**src/rtl/hwag_coil_channel.sv**
```systemverilog
// Single ignition-coil channel: drives coil_out between a double-buffered set/reset angle pair.
// Latency: all outputs registered, 1 clk after the qualifying acnt_ena / wr_ena cycle.
// Backpressure: none; writes are accepted or rejected in one cycle, last write before the wrap wins.
module hwag_coil_channel #(
    parameter int ACNT_WIDTH  = 24,
    parameter int DWELL_WIDTH = 24,
    parameter int MAX_ANGLE   = 3839
) (
    input  logic                   clk,
    input  logic                   rst,
    input  logic                   hwag_start,
    input  logic [ACNT_WIDTH-1:0]  acnt,
    input  logic                   acnt_ena,
    input  logic                   wr_ena,
    input  logic [ACNT_WIDTH-1:0]  wr_set,
    input  logic [ACNT_WIDTH-1:0]  wr_reset,
    input  logic [DWELL_WIDTH-1:0] dwell_max,
    input  logic                   fault_clr,
    output logic                   coil_out,
    output logic                   wr_ack,
    output logic                   wr_err,
    output logic                   pending,
    output logic                   fault
);

    typedef enum logic [1:0] {IDLE, ARMED, DWELL, BLOCKED} state_t;

    localparam logic [ACNT_WIDTH-1:0] MAX_A = ACNT_WIDTH'(MAX_ANGLE);

    state_t                 state;
    logic [ACNT_WIDTH-1:0]  shadow_set;
    logic [ACNT_WIDTH-1:0]  shadow_reset;
    logic [ACNT_WIDTH-1:0]  active_set;
    logic [ACNT_WIDTH-1:0]  active_reset;
    logic [ACNT_WIDTH-1:0]  eff_set;
    logic [ACNT_WIDTH-1:0]  eff_reset;
    logic [DWELL_WIDTH-1:0] dwell_cnt;
    logic                   wr_ok;
    logic                   xfer;
    logic                   set_hit;
    logic                   reset_hit;
    logic                   timeout;
    logic                   timeout_evt;

    assign wr_ok = (wr_set <= MAX_A) && (wr_reset <= MAX_A);

    // The pair moves to active while idle, or at the wrap strobe; compares on that
    // same strobe must already see the new pair.
    assign xfer      = pending && ((state == IDLE) || (acnt_ena && (acnt == '0)));
    assign eff_set   = xfer ? shadow_set   : active_set;
    assign eff_reset = xfer ? shadow_reset : active_reset;

    assign set_hit     = acnt_ena && (acnt == eff_set) && (eff_set != eff_reset);
    assign reset_hit   = acnt_ena && (acnt == eff_reset);
    assign timeout     = (dwell_max != '0) && (dwell_cnt == dwell_max - DWELL_WIDTH'(1));
    assign timeout_evt = hwag_start && (state == DWELL) && !reset_hit && timeout;

    always_ff @(posedge clk or negedge rst) begin
        if (!rst) begin
            shadow_set   <= '0;
            shadow_reset <= '0;
            active_set   <= '0;
            active_reset <= '0;
            pending      <= 1'b0;
            wr_ack       <= 1'b0;
            wr_err       <= 1'b0;
        end else begin
            wr_ack <= wr_ena && wr_ok;
            wr_err <= wr_ena && !wr_ok;
            if (xfer) begin
                active_set   <= shadow_set;
                active_reset <= shadow_reset;
            end
            if (wr_ena && wr_ok) begin
                shadow_set   <= wr_set;
                shadow_reset <= wr_reset;
                pending      <= 1'b1;
            end else if (xfer) begin
                pending      <= 1'b0;
            end
        end
    end

    always_ff @(posedge clk or negedge rst) begin
        if (!rst) begin
            state     <= IDLE;
            coil_out  <= 1'b0;
            dwell_cnt <= '0;
        end else if (!hwag_start) begin
            state     <= IDLE;
            coil_out  <= 1'b0;
            dwell_cnt <= '0;
        end else begin
            case (state)
                IDLE: begin
                    state <= ARMED;
                end
                ARMED: begin
                    if (set_hit) begin
                        state     <= DWELL;
                        coil_out  <= 1'b1;
                        dwell_cnt <= '0;
                    end
                end
                DWELL: begin
                    // A reset match on the same cycle as the timeout ends the dwell normally.
                    if (reset_hit) begin
                        state    <= ARMED;
                        coil_out <= 1'b0;
                    end else if (timeout) begin
                        state    <= BLOCKED;
                        coil_out <= 1'b0;
                    end else begin
                        dwell_cnt <= dwell_cnt + DWELL_WIDTH'(1);
                    end
                end
                BLOCKED: begin
                    if (reset_hit) begin
                        state <= ARMED;
                    end
                end
                default: begin
                    state    <= IDLE;
                    coil_out <= 1'b0;
                end
            endcase
        end
    end

    always_ff @(posedge clk or negedge rst) begin
        if (!rst) begin
            fault <= 1'b0;
        end else begin
            fault <= (fault && !fault_clr) || timeout_evt;
        end
    end

endmodule

```
**config.mk**
```make
export PLATFORM = sky130hd
export DESIGN_NAME = hwag_coil_channel
export DESIGN_NICKNAME = d
export VERILOG_FILES = /design/src/rtl/hwag_coil_channel.sv
export SDC_FILE = /design/constraint.sdc
export NUM_CORES = 1
export LEC_CHECK = 0
export BUFFER_PORTS_ARGS = -buffer_cell sky130_fd_sc_hd__buf_2
export CELL_PAD_IN_SITES_DETAIL_PLACEMENT = 1
export CELL_PAD_IN_SITES_GLOBAL_PLACEMENT = 1
export CORE_ASPECT_RATIO = 1.25
export CORE_MARGIN = 2
export CORE_UTILIZATION = 45
export DETAILED_ROUTE_END_ITERATION = 7
export PLACE_DENSITY_LB_ADDON = 0.12
export SETUP_SLACK_MARGIN = 0.2
export SYNTH_ARGS = -nofsm -noshare
export SYNTH_HDL_FRONTEND = slang
export SYNTH_SLANG_ARGS = --single-unit
```
**constraint.sdc**
```tcl
create_clock -name clk -period 4.8 [get_ports clk]
set_input_delay 0.48 -clock clk [delete_from_list [all_inputs] [get_ports clk]]
set_output_delay 0.48 -clock clk [all_outputs]
set_load 0.1 [all_outputs]
```
After elaboration in Yosys (flattened, before gate mapping)

Cells that the tools add are included.

$add $sub $neg: 2
Multipliers: 0
Divide/modulo/power cells: 0
$lt $le $gt $ge: 2
Eq/ne operators: 13
Shift operators: 0
Mux-type cells: 20
Bitwise operators: 0
Reductions and logical operators: 25

Operators with widths:

| operator              | number |
|---|---|
| $mux 24               | 6 |
| $eq 24x24->1          | 3 |
| $le 24x12->1 const B  | 2 |
| $pmux 24 s2           | 1 |
| $add 24x1->24 const B | 1 |
| $logic_not 24->1      | 1 |
| $ne 24x24->1          | 1 |
| $reduce_bool 24->1    | 1 |
| $sub 24x1->24 const B | 1 |
| $logic_and 1x1->1     | 13 |
| $ne 3x3->1 const B    | 4 |
| $mux 2                | 5 |
| $pmux 2 s4            | 1 |
| $mux 1                | 6 |
| $reduce_and 3->1      | 2 |
| $eq 2x2->1 const B    | 2 |
| $ne 4x4->1 const B    | 1 |
| $reduce_and 4->1      | 1 |
| $logic_not 1->1       | 3 |
| $ne 3x1->1 const B    | 1 |
| $eq 2x1->1 const B    | 1 |
| $logic_not 2->1       | 1 |
| $logic_or 1x1->1      | 2 |
| $pmux 1 s2            | 1 |
| $reduce_bool 2->1     | 1 |

Register bits after elaboration: 127
Bits in latches: 0
RAM bits: 0
ROM bits: 0
Input port bits: 102
Output and inout bits: 5
Logic and storage cells: 73
Memories kept: 0

Depth between registers and ports, before layout

Word-level depth: 11
Gate-level depth with buffers: 14

Least setup slack after synthesis

No wires, ideal clock.

Path type: flip-flop to flip-flop
Start: register pending
End: register dwell_cnt[19]
Library setup time: 0.126 ns
Data arrival time: 3.393 ns
Slack: 1.281 ns
Cell stages (with the launch flop): 12
Path buffers: 3
Clock period less this slack: 3.519 ns
Path through: dfrtp_1 -> nand4_2 -> o21ai_2 -> buf_4 -> mux2i_1 -> o221ai_1 -> nor4_1 -> a31o_2 -> buf_4 -> a21oi_4 -> buf_6 -> a221o_1

Cells in the longest elaborated chain, start to end: 7
Elaborated cells between the ends (all ways): 12
Classes of those cells: 5 x eq/ne; 2 x mux; 5 x reduce/logical

Ends and longest elaborated chain:

| item                                  | RTL line | source |
|---|---|---|
| start: declaration                    | 22       | `output logic pending,` |
| start signal: assignment              | 64       | `pending <= 1'b0;` |
| start signal: assignment              | 77       | `pending <= 1'b1;` |
| start signal: assignment              | 79       | `pending <= 1'b0;` |
| $logic_and 1x1->1 (*)                 | 49       | `assign xfer = pending && ((state == IDLE) \|\| (acnt_ena && (acnt == '0)));` |
| $mux 24                               | --       |  |
| $eq 24x24->1                          | 53       | `assign set_hit = acnt_ena && (acnt == eff_set) && (eff_set != eff_reset);` |
| $logic_and 1x1->1 (2 in series)       | 53       |  |
| $ne 3x3->1 (no source line)           | --       |  |
| $reduce_and 4->1 (no source line) (*) | --       |  |
| end signal: assignment                | 114      | `dwell_cnt <= dwell_cnt + DWELL_WIDTH'(1);` |
| end: declaration                      | 37       | `logic [DWELL_WIDTH-1:0] dwell_cnt;` |

Every way passes the cells marked *; elsewhere a longest branch is shown, timed or not.
A chain may end at the register's enable or synchronous reset.

Worst setup path after layout

Start: register state[0]
End: register dwell_cnt[22]

Cells in the longest elaborated chain, start to end: 9
Elaborated cells between the ends (all ways): 20
Classes of those cells: 9 x eq/ne; 4 x mux; 7 x reduce/logical

Ends and longest elaborated chain:

| item                              | RTL line | source |
|---|---|---|
| start: declaration                | 30       | `state_t state;` |
| start signal: assignment          | 86       | `state <= IDLE;` |
| start signal: assignment          | 90       | `state <= IDLE;` |
| start signal: assignment          | 96       | `state <= ARMED;` |
| $logic_not 2->1                   | 49       |  |
| $logic_or 1x1->1                  | 49       |  |
| $logic_and 1x1->1                 | 49       |  |
| $mux 24                           | --       |  |
| $eq 24x24->1                      | 53       |  |
| $logic_and 1x1->1 (2 in series)   | 53       |  |
| $ne 3x3->1 (no source line)       | --       |  |
| $reduce_and 4->1 (no source line) | --       |  |

Several ways; a longest one is shown, not always the timed one.

==> flow_summary.ini <==
[timing]
rsz0062_at_grt = false
min_period_ns = 4.09
setup_tns_ns = 0
hold_violations = 0
fin_crit_sh = 0.852
drv_slew = 0
max-slew-margin-rel = 0.378
finalSetupViolations = 0
worst_pin_slew_ns = 0.933
hold_slack_ns = 0.112
skew_ns = 0.00846
fin_ws_ns = 0.709
max_freq_mhz = 244

[synth]
synth_top_area_share = 0.391
ys_warn_count = 0
yosysMostFrequentCell = dfrtp_1
synthesis.nets = 992
seq_area_frac_synth = 0.391
netlist_instances = 882
ys_seq_elements = 127
synth_common_cells = dfrtp_1 (127), nand2_1 (124), xor2_1 (61), xnor2_1 (56), inv_1 (47)
synth_edf_count = 0
synth_ff_type = dfrtp_1
yosys-top-cells-area = dfrtp_1 (39%), xor2_1 (6.6%), xnor2_1 (6.0%)
synth_top_cell_by_area = dfrtp_1
postSynthAreaPerCell_um2 = 9.22
syn_area_um2 = 8130
async_flop_share = 1.00
yosysUniqueCellTypes = 81

[floorplan]
num_rows = 54
die_x_um = 124
pin_count = 107
core_area_um2 = 17600
die_h_um = 154
dieArea_um2 = 19200
start_util = 0.463

[drt]
drc = 0
via_count = 7217
drt_iter0_markers = 418
viasPerCell = 5.94
avgRoutedWirePerCell_um = 22.5
ant_nets = 0
dr.pass1.iters = 7
wl_um = 27400

[clocking]
cts_hold_buffers = 0
cts-root-buf = clkbuf_16
clock_latency_ns = 0.43
cts_max_path_buffers = 2
h-tree-depth = 4
ctsResizeCount = 0
post_cts_buffers = 0
path_clk_slew_ns = 0.06
cts_buffers = 17
cts.sinks = 127
cts_tree = done

[placed_design]
port_buffers = 106
place_congestion = 0.937
placed_area_um2 = 8840
placed_cells = 1184
hpwl_um = 21100
dp_slack_ns = 0.465

[layout]
fin_area_um2 = 9480
fin_cells = 1216
final_core_util = 0.540
nNetsFinal = 1089
syn2layout_area_growth_pct = 16.6
drive_gt1_frac = 0.209
diodes = 0

[critical_path]
worstSetupStartpointType = flop
regToRegSetupSlack_ns = 0.71
r2r_start = state[0]
crit_type = flop to flop
worstPathMaxFanout = 28
endpoint = dwell_cnt[22]
startpoint = state[0]
reg2reg_to = dwell_cnt[22]
cp.required_ns = 5.11
rr_worst_depth = 13
end_kind = flop
cp.arrival_ns = 4.41

[hold_path]
min_path_type = input pin to async pin

[pwr]
p_leak_nw = 4.42
vdd_drop_max_v = 0.000244
power_density_nw_per_um2 = 307
power_mw = 2.91

[outcome]
outcome = complete, no violations

[global_routing]
grt_pass1_wl_um = 43800
antenna_found_initial = 0
grt_pass1_vias = 7860
grtUsageTotal = 0.293
grt_max_degree = 88
grt-ovfl-total = 0

[flow_run]
maxCapViolations = 0
-- state kept, by name, summed over array words and instances (netlist names) --
| signal | flops |
|---|---|
| coil_out | 1 |
| pending | 1 |
| shadow_set | 24 |
| dwell_cnt | 24 |
| active_set | 24 |
| shadow_reset | 24 |
| state | 2 |
| wr_err | 1 |
| fault | 1 |
| active_reset | 24 |
| wr_ack | 1 |
-- routing by layer --
metal	up-vias	routed length [um]	global-route usage
met4	0	1430	0.147
li1	3343	-	-
met1	3577	10400	0.328
met3	72	1020	0.0408
met2	225	14500	0.542
met5	-	0	0
-- where the power goes --
group	total [mW]	switching (mW)	internal, mW
Clock	1.41	0.510	0.898
Sequential	1.10	0.0146	1.08
Combinational	0.407	0.265	0.143
Total	2.91	0.789	2.12
-- cells by family (layout without fill, tap and decap cells) --
| family | count (synthesis) | after routing | share of synthesized area |
|---|---|---|---|
| multiplexers | 35 | 35 | 0.0475 |
| AND/OR/NAND/NOR | 345 | 345 | 0.226 |
| adder cells (fa/ha/maj) | 8 | 8 | 0.0123 |
| XOR/XNOR | 117 | 117 | 0.126 |
| flip-flops | 127 | 127 | 0.391 |
| buffers and inverters | 88 | 198 | 0.0478 |
| AO/OA/AOI/OAI | 162 | 162 | 0.149 |
-- worst min-delay path by stage --
stage                                   to  slack [ns]  cells past startpoint
after floorplan            active_reset[0]        0.18                      0
after global placement    active_reset[23]        0.53                      2
after detailed placement    active_set[23]        0.53                      2
after CTS                 active_reset[14]        0.16                      1
after global routing      active_reset[14]        0.20                      1
final                     active_reset[14]        0.11                      1
-- cell usage in the layout, fill, tap and decap left out, types with 5 or more instances in the layout --
master / n
and3_1: 16
nand2b_1: 6
or3_1: 8
a22o_1: 5
a31oi_1: 8
mux2i_1: 9
nand2_1: 124
a21oi_1: 11
buf_4: 13
nor4_2: 5
ha_1: 8
o211ai_1: 15
nor2_1: 44
o21ai_0: 38
xnor2_1: 56
a221o_1: 12
nor2b_1: 25
o2111ai_1: 6
o22ai_1: 11
clkbuf_16: 17
nor4_1: 26
nor3_1: 13
buf_2: 105
or2_2: 5
inv_1: 47
nor4b_1: 7
nand4_1: 22
xor2_1: 61
mux2_2: 23
a2111oi_0: 5
dfrtp_1: 127
nand3_1: 17
-- critical path, stage by stage, from the launching register on --
cell and delay [ns]:
dfrtp_1 0.43, inv_1 0.11, ha_1 0.26, nand2_1 0.37, o21a_1 0.40, buf_4 0.38, o21ai_0 0.16, a22o_1 0.23
nor4_2 0.45, nand3_2 0.23, and4_1 0.32, buf_4 0.22, nor3b_1 0.16, a211o_1 0.23
-- cell type report --
cell class | instances | area, um2
Clock buffer | 19 | 453
Clock inverter | 13 | 185
Fill cell | 2047 | 8090
Inverter | 47 | 176
Multi-Input combinational cell | 667 | 4570
Sequential cell | 127 | 3180
Tap cell | 224 | 280
Timing Repair Buffer | 119 | 634
Note: power is estimated with default switching activity, not from simulation.
